==> config.mk <==
export PLATFORM = sky130hd
export DESIGN_NAME = regfile_writeback_flat
export DESIGN_NICKNAME = d
export VERILOG_FILES = /design/src/rtl/regfile_writeback_pkg.sv /design/src/rtl/regfile_writeback_if.sv /design/src/rtl/regfile_writeback_wb_fifo.sv /design/src/rtl/regfile_writeback.sv /design/src/flat_wrapper.sv
export SDC_FILE = /design/constraint.sdc
export NUM_CORES = 1
export LEC_CHECK = 0
export ABC_AREA = 1
export CAP_MARGIN = 5
export CORE_ASPECT_RATIO = 0.7
export CORE_UTILIZATION = 34
export CTS_CLUSTER_SIZE = 20
export DETAILED_ROUTE_END_ITERATION = 16
export PLACE_DENSITY = 0.51
export SLEW_MARGIN = 0
export SYNTH_ARGS = -nofsm -noshare
export SYNTH_HDL_FRONTEND = slang
export SYNTH_HIERARCHICAL = 1
export SYNTH_SLANG_ARGS = --single-unit
==> constraint.sdc <==
create_clock -name clk -period 3.2 [get_ports clk]
set_input_delay 0.64 -clock clk [delete_from_list [all_inputs] [get_ports clk]]
set_output_delay 0.64 -clock clk [all_outputs]
set_load 0.05 [all_outputs]
==> src/rtl/regfile_writeback_pkg.sv <==
// Shared widths and the write-back request type for the register-file write side.
package regfile_pkg;
  localparam int XLEN     = 32;
  localparam int REG_AW   = 5;
  localparam int NUM_REGS = 32;

  typedef struct packed {
    logic [REG_AW-1:0] rd;
    logic [XLEN-1:0]   data;
  } wb_req_t;
endpackage

==> src/rtl/regfile_writeback_if.sv <==
// Pipeline-side bundle of regfile_writeback: issue, ALU, load, source query, write port.
// REGFILE_WB_BYPASS_EN adds the forwarding outputs rs1_fwd, rs2_fwd and fwd_data.
interface regfile_writeback_if;
  import regfile_pkg::*;

  logic              issue_valid;
  logic [REG_AW-1:0] issue_rd;
  logic              issue_ready;
  logic              alu_valid;
  logic [REG_AW-1:0] alu_rd;
  logic [XLEN-1:0]   alu_data;
  logic              ld_valid;
  logic              ld_ready;
  logic [REG_AW-1:0] ld_rd;
  logic [XLEN-1:0]   ld_data;
  logic [REG_AW-1:0] rs1;
  logic [REG_AW-1:0] rs2;
  logic              rs1_busy;
  logic              rs2_busy;
  logic [REG_AW-1:0] rd;
  logic [XLEN-1:0]   d;
  logic              we_reg;
`ifdef REGFILE_WB_BYPASS_EN
  logic              rs1_fwd;
  logic              rs2_fwd;
  logic [XLEN-1:0]   fwd_data;
`endif

  modport master (
    output issue_valid, issue_rd, alu_valid, alu_rd, alu_data,
           ld_valid, ld_rd, ld_data, rs1, rs2,
    input  issue_ready, ld_ready, rs1_busy, rs2_busy, rd, d, we_reg
`ifdef REGFILE_WB_BYPASS_EN
    , input rs1_fwd, rs2_fwd, fwd_data
`endif
  );

  modport slave (
    input  issue_valid, issue_rd, alu_valid, alu_rd, alu_data,
           ld_valid, ld_rd, ld_data, rs1, rs2,
    output issue_ready, ld_ready, rs1_busy, rs2_busy, rd, d, we_reg
`ifdef REGFILE_WB_BYPASS_EN
    , output rs1_fwd, rs2_fwd, fwd_data
`endif
  );
endinterface

==> src/rtl/regfile_writeback_wb_fifo.sv <==
// Synchronous FIFO of write-back requests (power-of-two depth) buffering load results.
module wb_fifo
  import regfile_pkg::*;
#(
  parameter int DEPTH = 4
) (
  input  logic                   clk,
  input  logic                   rst_n,
  input  logic                   push,
  input  wb_req_t                push_data,
  input  logic                   pop,
  output wb_req_t                head,
  output logic                   full,
  output logic                   empty,
  output logic [$clog2(DEPTH):0] count
);
  localparam int AW = $clog2(DEPTH);

  wb_req_t       mem_q [DEPTH];
  wb_req_t       mem_d [DEPTH];
  logic [AW-1:0] wr_ptr_q, wr_ptr_d;
  logic [AW-1:0] rd_ptr_q, rd_ptr_d;
  logic [AW:0]   count_q, count_d;

  // Next-state for storage, pointers and occupancy; pointers wrap naturally.
  always_comb begin
    mem_d    = mem_q;
    wr_ptr_d = wr_ptr_q;
    rd_ptr_d = rd_ptr_q;
    if (push) begin
      mem_d[wr_ptr_q] = push_data;
      wr_ptr_d        = wr_ptr_q + AW'(1);
    end else begin
      wr_ptr_d = wr_ptr_q;
    end
    if (pop) begin
      rd_ptr_d = rd_ptr_q + AW'(1);
    end else begin
      rd_ptr_d = rd_ptr_q;
    end
    case ({push, pop})
      2'b10:   count_d = count_q + (AW+1)'(1);
      2'b01:   count_d = count_q - (AW+1)'(1);
      default: count_d = count_q;
    endcase
  end

  // FIFO state registers.
  always_ff @(posedge clk or negedge rst_n) begin
    if (!rst_n) begin
      for (int i = 0; i < DEPTH; i++) begin
        mem_q[i] <= {(REG_AW + XLEN){1'b0}};
      end
      wr_ptr_q <= {AW{1'b0}};
      rd_ptr_q <= {AW{1'b0}};
      count_q  <= {(AW+1){1'b0}};
    end else begin
      mem_q    <= mem_d;
      wr_ptr_q <= wr_ptr_d;
      rd_ptr_q <= rd_ptr_d;
      count_q  <= count_d;
    end
  end

  assign head  = mem_q[rd_ptr_q];
  assign full  = (count_q == (AW+1)'(DEPTH));
  assign empty = (count_q == {(AW+1){1'b0}});
  assign count = count_q;
endmodule

==> src/rtl/regfile_writeback.sv <==
// Register-file write front end: ALU/load merge onto one write port plus RAW pending scoreboard.
// Optional REGFILE_WB_BYPASS_EN forwards the value being written to a source whose last write is landing.
module regfile_writeback
  import regfile_pkg::*;
#(
  parameter int LD_FIFO_DEPTH = 4,
  parameter int PEND_W        = 2
) (
  input logic                 clk,
  input logic                 rst_n,
  regfile_writeback_if.slave  bus
);
  localparam int                CNT_W    = $clog2(LD_FIFO_DEPTH) + 1;
  localparam logic [PEND_W-1:0] PEND_MAX = {PEND_W{1'b1}};
  localparam logic [PEND_W-1:0] PEND_ONE = PEND_W'(1);
  localparam logic [PEND_W-1:0] PEND_0   = {PEND_W{1'b0}};
  localparam logic [REG_AW-1:0] X0       = {REG_AW{1'b0}};

  wb_req_t           fifo_head, ld_req, sel_req;
  logic              fifo_full, fifo_empty, fifo_push, fifo_pop;
  logic [CNT_W-1:0]  fifo_count;
  logic              ld_ready, ld_push, ld_bypass, sel_valid;
  logic              we_q, we_d;
  logic [REG_AW-1:0] rd_q, rd_d;
  logic [XLEN-1:0]   d_q, d_d;
  logic [PEND_W-1:0] pend_q [NUM_REGS];
  logic [PEND_W-1:0] pend_d [NUM_REGS];
  logic              retire, issue_ready, issue_fire, rs1_busy, rs2_busy;
`ifdef REGFILE_WB_BYPASS_EN
  logic              rs1_fwd, rs2_fwd;
`endif

  wb_fifo #(.DEPTH(LD_FIFO_DEPTH)) u_ld_fifo (
    .clk      (clk),
    .rst_n    (rst_n),
    .push     (fifo_push),
    .push_data(ld_req),
    .pop      (fifo_pop),
    .head     (fifo_head),
    .full     (fifo_full),
    .empty    (fifo_empty),
    .count    (fifo_count)
  );

  // Arbitration: ALU first, then FIFO head, then a load passing straight through an empty FIFO.
  always_comb begin
    ld_req.rd   = bus.ld_rd;
    ld_req.data = bus.ld_data;
    ld_ready    = (fifo_count != CNT_W'(LD_FIFO_DEPTH));
    ld_push     = bus.ld_valid && ld_ready;
    ld_bypass   = ld_push && fifo_empty && !bus.alu_valid;
    fifo_push   = ld_push && !ld_bypass && !fifo_full;
    fifo_pop    = !bus.alu_valid && !fifo_empty;
    sel_valid   = 1'b0;
    sel_req     = {(REG_AW + XLEN){1'b0}};
    if (bus.alu_valid) begin
      sel_valid    = 1'b1;
      sel_req.rd   = bus.alu_rd;
      sel_req.data = bus.alu_data;
    end else if (!fifo_empty) begin
      sel_valid = 1'b1;
      sel_req   = fifo_head;
    end else if (ld_bypass) begin
      sel_valid = 1'b1;
      sel_req   = ld_req;
    end else begin
      sel_valid = 1'b0;
    end
    we_d = sel_valid && (sel_req.rd != X0);
    rd_d = sel_req.rd;
    d_d  = sel_req.data;
  end

  // Pending counters: a same-cycle issue and retire on one register cancel out.
  always_comb begin
    retire      = we_q && (rd_q != X0);
    issue_ready = (bus.issue_rd == X0) || (pend_q[bus.issue_rd] != PEND_MAX) ||
                  (retire && (rd_q == bus.issue_rd));
    issue_fire  = bus.issue_valid && issue_ready && (bus.issue_rd != X0);
    for (int i = 0; i < NUM_REGS; i++) begin
      pend_d[i] = pend_q[i];
      if (issue_fire && (bus.issue_rd == REG_AW'(i)) && !(retire && (rd_q == REG_AW'(i)))) begin
        pend_d[i] = pend_q[i] + PEND_ONE;
      end else if (retire && (rd_q == REG_AW'(i)) && !(issue_fire && (bus.issue_rd == REG_AW'(i))) &&
                   (pend_q[i] != PEND_0)) begin
        pend_d[i] = pend_q[i] - PEND_ONE;
      end else begin
        pend_d[i] = pend_q[i];
      end
    end
  end

  // Source-busy query for decode.
  always_comb begin
`ifdef REGFILE_WB_BYPASS_EN
    rs1_fwd  = we_q && (rd_q == bus.rs1) && (bus.rs1 != X0) && (pend_q[bus.rs1] == PEND_ONE);
    rs2_fwd  = we_q && (rd_q == bus.rs2) && (bus.rs2 != X0) && (pend_q[bus.rs2] == PEND_ONE);
    rs1_busy = (bus.rs1 != X0) && (pend_q[bus.rs1] != PEND_0) && !rs1_fwd;
    rs2_busy = (bus.rs2 != X0) && (pend_q[bus.rs2] != PEND_0) && !rs2_fwd;
`else
    rs1_busy = (bus.rs1 != X0) && (pend_q[bus.rs1] != PEND_0);
    rs2_busy = (bus.rs2 != X0) && (pend_q[bus.rs2] != PEND_0);
`endif
  end

  // Write-port and scoreboard registers.
  always_ff @(posedge clk or negedge rst_n) begin
    if (!rst_n) begin
      we_q <= 1'b0;
      rd_q <= {REG_AW{1'b0}};
      d_q  <= {XLEN{1'b0}};
      for (int i = 0; i < NUM_REGS; i++) begin
        pend_q[i] <= PEND_0;
      end
    end else begin
      we_q   <= we_d;
      rd_q   <= rd_d;
      d_q    <= d_d;
      pend_q <= pend_d;
    end
  end

  assign bus.issue_ready = issue_ready;
  assign bus.ld_ready    = ld_ready;
  assign bus.rs1_busy    = rs1_busy;
  assign bus.rs2_busy    = rs2_busy;
  assign bus.rd          = rd_q;
  assign bus.d           = d_q;
  assign bus.we_reg      = we_q;
`ifdef REGFILE_WB_BYPASS_EN
  assign bus.rs1_fwd     = rs1_fwd;
  assign bus.rs2_fwd     = rs2_fwd;
  assign bus.fwd_data    = d_q;
`endif
endmodule
==> src/flat_wrapper.sv <==
// flat-port wrapper written by rule: the top's interface ports become plain ports
module regfile_writeback_flat import regfile_pkg::*;
#(
  parameter int LD_FIFO_DEPTH = 4,
  parameter int PEND_W        = 2
)
  (clk, rst_n, bus_issue_valid, bus_issue_rd, bus_alu_valid, bus_alu_rd, bus_alu_data, bus_ld_valid, bus_ld_rd, bus_ld_data, bus_rs1, bus_rs2, bus_issue_ready, bus_ld_ready, bus_rs1_busy, bus_rs2_busy, bus_rd, bus_d, bus_we_reg);
  regfile_writeback_if bus_i ();
  input logic clk;
  input logic rst_n;
  input wire logic [$bits(bus_i.issue_valid)-1:0] bus_issue_valid;
  input wire logic [$bits(bus_i.issue_rd)-1:0] bus_issue_rd;
  input wire logic [$bits(bus_i.alu_valid)-1:0] bus_alu_valid;
  input wire logic [$bits(bus_i.alu_rd)-1:0] bus_alu_rd;
  input wire logic [$bits(bus_i.alu_data)-1:0] bus_alu_data;
  input wire logic [$bits(bus_i.ld_valid)-1:0] bus_ld_valid;
  input wire logic [$bits(bus_i.ld_rd)-1:0] bus_ld_rd;
  input wire logic [$bits(bus_i.ld_data)-1:0] bus_ld_data;
  input wire logic [$bits(bus_i.rs1)-1:0] bus_rs1;
  input wire logic [$bits(bus_i.rs2)-1:0] bus_rs2;
  output wire logic [$bits(bus_i.issue_ready)-1:0] bus_issue_ready;
  output wire logic [$bits(bus_i.ld_ready)-1:0] bus_ld_ready;
  output wire logic [$bits(bus_i.rs1_busy)-1:0] bus_rs1_busy;
  output wire logic [$bits(bus_i.rs2_busy)-1:0] bus_rs2_busy;
  output wire logic [$bits(bus_i.rd)-1:0] bus_rd;
  output wire logic [$bits(bus_i.d)-1:0] bus_d;
  output wire logic [$bits(bus_i.we_reg)-1:0] bus_we_reg;
  assign bus_i.issue_valid = bus_issue_valid;
  assign bus_i.issue_rd = bus_issue_rd;
  assign bus_i.alu_valid = bus_alu_valid;
  assign bus_i.alu_rd = bus_alu_rd;
  assign bus_i.alu_data = bus_alu_data;
  assign bus_i.ld_valid = bus_ld_valid;
  assign bus_i.ld_rd = bus_ld_rd;
  assign bus_i.ld_data = bus_ld_data;
  assign bus_i.rs1 = bus_rs1;
  assign bus_i.rs2 = bus_rs2;
  assign bus_issue_ready = bus_i.issue_ready;
  assign bus_ld_ready = bus_i.ld_ready;
  assign bus_rs1_busy = bus_i.rs1_busy;
  assign bus_rs2_busy = bus_i.rs2_busy;
  assign bus_rd = bus_i.rd;
  assign bus_d = bus_i.d;
  assign bus_we_reg = bus_i.we_reg;
  regfile_writeback #(.LD_FIFO_DEPTH(LD_FIFO_DEPTH), .PEND_W(PEND_W)) u_core (.clk(clk), .rst_n(rst_n), .bus(bus_i));
endmodule
# After elaboration in Yosys (flattened, before gate mapping)
# Cells that the tools add are included.
[classes]
n_eq_ne = 68
reduce_logical = 319
addsub = 68
bitwise = 5
muxes = 86
order_cmp = 6
[op_table]
columns = ["operator", "n"]
rows = [
  ["$mux W37", 6],
  ["$logic_and A1 B1 Y1", 174],
  ["$eq A5 B5 Y1 const B", 32],
  ["$bwmux W148", 1],
  ["$mux W2", 70],
  ["$reduce_bool A2 Y1", 67],
  ["$eq A5 B4 Y1 const B", 16],
  ["$bmux W37 S2", 1],
  ["$demux W37 S2", 1],
  ["$add A2 B1 Y2 const B", 34],
  ["$logic_not A1 Y1", 68],
  ["$sub A2 B1 Y2 const B", 32],
  ["$eq A5 B3 Y1 const B", 8],
  ["$bmux W2 S5", 3],
  ["$reduce_bool A5 Y1", 5],
  ["$eq A5 B2 Y1 const B", 4],
  ["$ge A6 B6 Y1 const B", 3],
  ["$not A5 Y6", 3],
  ["$eq A5 B1 Y1 const B", 2],
  ["$logic_not A5 Y1", 2],
  ["$ge A3 B3 Y1 const B", 2],
  ["$not A2 Y3", 2],
  ["$pmux W3 S2", 1],
  ["$eq A5 B5 Y1", 1],
  ["other kinds (11)", 14],
]
[totals]
wordCells = 598
inputBits = 94
output_inout_bits = 42
regBits = 257

# Depth between registers and ports, before layout
[logic_depth]
depth_word = 15
depth_mapped = 21
ltp_nobuf = 18

# Modules after synthesis
# The synthesis kept the hierarchy.
[by_module_without_submodules]
columns = ["mod", "instances", "area_per_inst_um2", "cells_per_inst", "seq_area_each_um2"]
rows = [
  ["wb_fifo", 1, 7479.7, 842, 3878.7],
  ["regfile_writeback", 1, 7380.8, 1151, 2552.4],
]

# Worst setup path after synthesis
# No wires, ideal clock.
[synth_path]
path_type = "input port to output port"
start = "in bus_rs1[0]"
end = "out bus_rs1_busy"
arrival_time_ns = 2.626
slack_ns = -0.066
required_ns = 2.560
path_buffers = 1
path_stages = 6
path_cell_list = "clkbuf_1 -> nor2_1 -> a21oi_1 -> o211ai_1 -> and3_1 -> o31ai_1"
[synth_via]
elab_chain_len = 6
elab_cells_between_ends = 7
cone_classes = "3 x mux; 1 x bitwise; 3 x reduce/logical"
[synth_lines]
columns = ["item", "line_no", "source"]
rows = [
  ["start, declared", "flat_wrapper.sv:19", "input wire logic [$bits(bus_i.rs1)-1:0] bus_rs1;"],
  ["$not A5 Y6 (implied by the code)", "regfile_writeback.sv:101", "rs1_busy = (bus.rs1 != X0) && (pend_q[bus.rs1] != PEND_0);"],
  ["$bmux W2 S5", "regfile_writeback.sv:101", ""],
  ["$mux W2 (implied by the code) (2 in a row)", "regfile_writeback.sv:101", ""],
  ["$reduce_bool A2 Y1", "regfile_writeback.sv:101", ""],
  ["$logic_and A1 B1 Y1 *", "regfile_writeback.sv:101", ""],
  ["end, declared", "flat_wrapper.sv:23", "output wire logic [$bits(bus_i.rs1_busy)-1:0] bus_rs1_busy;"],
]
# Mark *: on every way between the ends. The rest lies on a longest branch, timed or not. The select of a mux whose other input is x is not followed.

# Worst setup path after layout
[layout_path]
start = "in bus_rs2[2]"
end = "out bus_rs2_busy"
[layout_via]
elab_chain_len = 6
elab_cells_between_ends = 7
cone_classes = "3 x mux; 1 x bitwise; 3 x reduce/logical"
[layout_lines]
columns = ["item", "line_no", "source"]
rows = [
  ["start, declared", "flat_wrapper.sv:20", "input wire logic [$bits(bus_i.rs2)-1:0] bus_rs2;"],
  ["$not A5 Y6 (implied by the code)", "regfile_writeback.sv:102", "rs2_busy = (bus.rs2 != X0) && (pend_q[bus.rs2] != PEND_0);"],
  ["$bmux W2 S5", "regfile_writeback.sv:102", ""],
  ["$mux W2 (implied by the code) (2 in a row)", "regfile_writeback.sv:102", ""],
  ["$reduce_bool A2 Y1", "regfile_writeback.sv:102", ""],
  ["$logic_and A1 B1 Y1 *", "regfile_writeback.sv:102", ""],
  ["end, declared", "flat_wrapper.sv:24", "output wire logic [$bits(bus_i.rs2_busy)-1:0] bus_rs2_busy;"],
]
# Marked as above.

==> results.yml <==
placed_design:
  port_buffers: 135
  post-dp-hpwl_um: 31100
  place_inst: 2658
  gp_congestion: 0.968
synthesis:
  synthTopCellsByArea: "dfrtp_1 43%, nand2_1 16%, inv_1 6.3%"
  yosysWarnings: 6
  yosys_register_bits: 257
  yosysTopAreaCellShare_pct: 43.3
  synthCells: 1993
  async_flop_share_pct: 100
  synth_fp_nets: 2093
  synth.distinct_cells: 39
  synth_area_sq_um: 14900
  synthTopCellsByCount: "639 x nand2_1, 257 x dfrtp_1, 251 x inv_1"
  synth_area_leader_cell: "dfrtp_1"
  synth-main-ff-cell: "dfrtp_1"
  yosysSeqAreaShare_pct: 43.3
  synthMostInstantiatedCell: "nand2_1"
  syn_avg_cell_area_sq_um: 7.46
  synth-edff-count: 0
pwr:
  p_sw_mw: 7.20
  irDropWorstVdd_uv: 500
  internal-power_mw: 9.16
  p_clk_share_pct: 20.6
  combPwrFrac_pct: 42.4
  p_per_area_nw_per_um2: 919
  design_power_total_mw: 16.4
  seq_power_share_pct: 37.0
  p_leak_nw: 8.55
  swShare_pct: 44.0
global_routing:
  first_global_vias: 12500
  grt_usage_pct: 20.2
  antenna_found_initial: 1
  grt_start_max_net_pins: 93
  overflow: 0
  grt_pass1_wl_um: 70600
worst_setup_path:
  path_buf_inv: 4
  crit_required_ns: 2.56
  cpMaxStageDelayCell: "clkdlybuf4s50_1"
  slowest_delay_ns: 0.52
  r2r-start: "u_core/u_ld_fifo/count[0]"
  rr_worst_depth: 8
  crit_fanout: 7
  crit_chain: "clkdlybuf4s50_1 -> clkinvlp_4 -> clkbuf_4 -> o311ai_2 -> o211ai_1 -> o21ai_0 -> o22ai_1 -> buf_4"
  crit_end: "bus_rs2_busy"
  worst-path-stages: 8
  crit_arrival_ns: 2.50
  critPathLaunch: "bus_rs2[2]"
  worstSetupEndpointType: "primary output"
  r2r_end: "u_core/u_ld_fifo/mem_q[113]"
  start_kind: "primary input"
  critical_path.top_delay_family: "buffers and inverters"
  reg2reg_slack_ns: 0.71
  path_class: "in2out"
die:
  fp.dieW_um: 252
  design.core.area_sq_um: 42700
  die_y_um: 177
  num_rows: 63
  design.die.area_sq_um: 44600
  ioPinCount: 136
  initial_utilization_pct: 34.8
layout:
  largest_register_ffs: 148
  finalNonFillerCells: 2721
  finalNetCount: 2214
  drive_gt1_share_pct: 10.0
  largest-register: "u_core/u_ld_fifo/mem_q"
  areaGrowthSynthToFinish_pct: 19.9
clock_network:
  cts_root_buf: "clkbuf_16"
  cts_buffer_depth: 3
  clk-insertion-delay-late_ns: 0.55
  clk_transition_reported_paths_ns: 0.06
  cts_sinks: 257
  cts_buffers: 28
  ctsHoldBuffers: 0
  cts_tree: "done"
  h-tree-depth: 1
routing:
  initialDrtViolationCount: 974
  vias_per_cell: 4.91
  vias: 13400
  drtAntennaViolNets: 0
  routed_wirelength_um: 44700
  dr.pass1.iters: 6
  wl_per_cell_um: 16.4
  drc: 0
timing:
  rsz0062_at_grt: "no"
  finalCritPeriodShare_pct: 98.0
  worst_slew_pin_slew_ns: 0.932
  slew_headroom_pct: 37.8
  hold_viol_final: 0
  drv_slew: 0
  clock_skew_ns: 0.0173
  max_freq_mhz: 319
  setup_viol: 0
  finalSetupTns_ns: 0
  finalCriticalPeriod_ns: 3.14
worst_hold_path:
  min_path_type: "in2async"
run_status:
  outcome: "finished clean"
job:
  drv_cap: 0
## worst min path at each step
stage	from	cells past startpoint	endpoint	slack, ns
global placement	u_core/pend_q[62]	0	u_core/pend_q[62]	0.38
floorplan	rst_n	0	u_core/bus.d[0]	0.34
detailed placement	u_core/pend_q[63]	0	u_core/pend_q[63]	0.38
global route	rst_n	1	u_core/u_ld_fifo/mem_q[88]	0.07
finish	rst_n	1	u_core/u_ld_fifo/mem_q[88]	0.03
CTS	rst_n	1	u_core/u_ld_fifo/mem_q[88]	0.05
## cell families after synthesis
| group | synth area share, % |
|---|---|
| adder cells (fa/ha/maj) | 0.556 |
| flip-flops | 43.3 |
| AO/OA/AOI/OAI | 15.0 |
| XOR/XNOR | 0.413 |
| AND/OR/NAND/NOR | 29.0 |
| buffers and inverters | 11.8 |
## power groups by stage
stage	clock (mW)	sequential (mW)	combinational (mW)
after floorplan	0	6.24	4.62
after global placement	0	6.05	6.85
after detailed placement	0	6.06	6.92
after CTS	3.50	6.03	6.94
after global routing	3.62	6.24	7.81
final	3.37	6.05	6.94
## cells in the final DEF (no fill, tap or decap), types with 44 or more instances in the layout
master           count
nand2_1            639
dfrtp_1            256
inv_1              250
nor2_1             202
clkdlybuf4s50_1    129
o21ai_1             96
nand3_1             82
o211ai_1            82
o21ai_0             46
buf_4               44
## routing by layer
layer,wire length (um),vias up,track usage (%)
met4,599,0,3.51
met5,0,-,0
met2,18400,359,29.0
met3,3190,51,3.72
li1,-,6642,-
met1,22500,6312,31.3
## final cells by class
type                       count  area (sq um)
inverter                     256           967
multi-input combinational   1378          6720
clock inverter                14           156
fill                        4456         24900
timing repair buffer         193          2000
sequential                   257          6430
clock buffer                  37           806
antenna                        1          2.50
tap                          585           732
## through the flow
step           worst slack, ns  area, sq um  util, %  hold WS (ns)
2_1_floorplan            0.353        14900        -         0.344
3_3_place_gp            0.0237        16700     39.1         0.375
3_5_place_dp            0.0591        16700     39.1         0.377
4_1_cts                 0.0592        17700     41.3        0.0514
5_1_grt                0.00256        17800     41.7        0.0684
6_report                0.0627        17800     41.7        0.0287
## timing repair
item / in CTS / in global routing
gates resized for setup: 0 / 13
setup endpoints to repair: 0 / 3
buffers inserted: 0 / 8
Power figures use the tool's default switching activity.
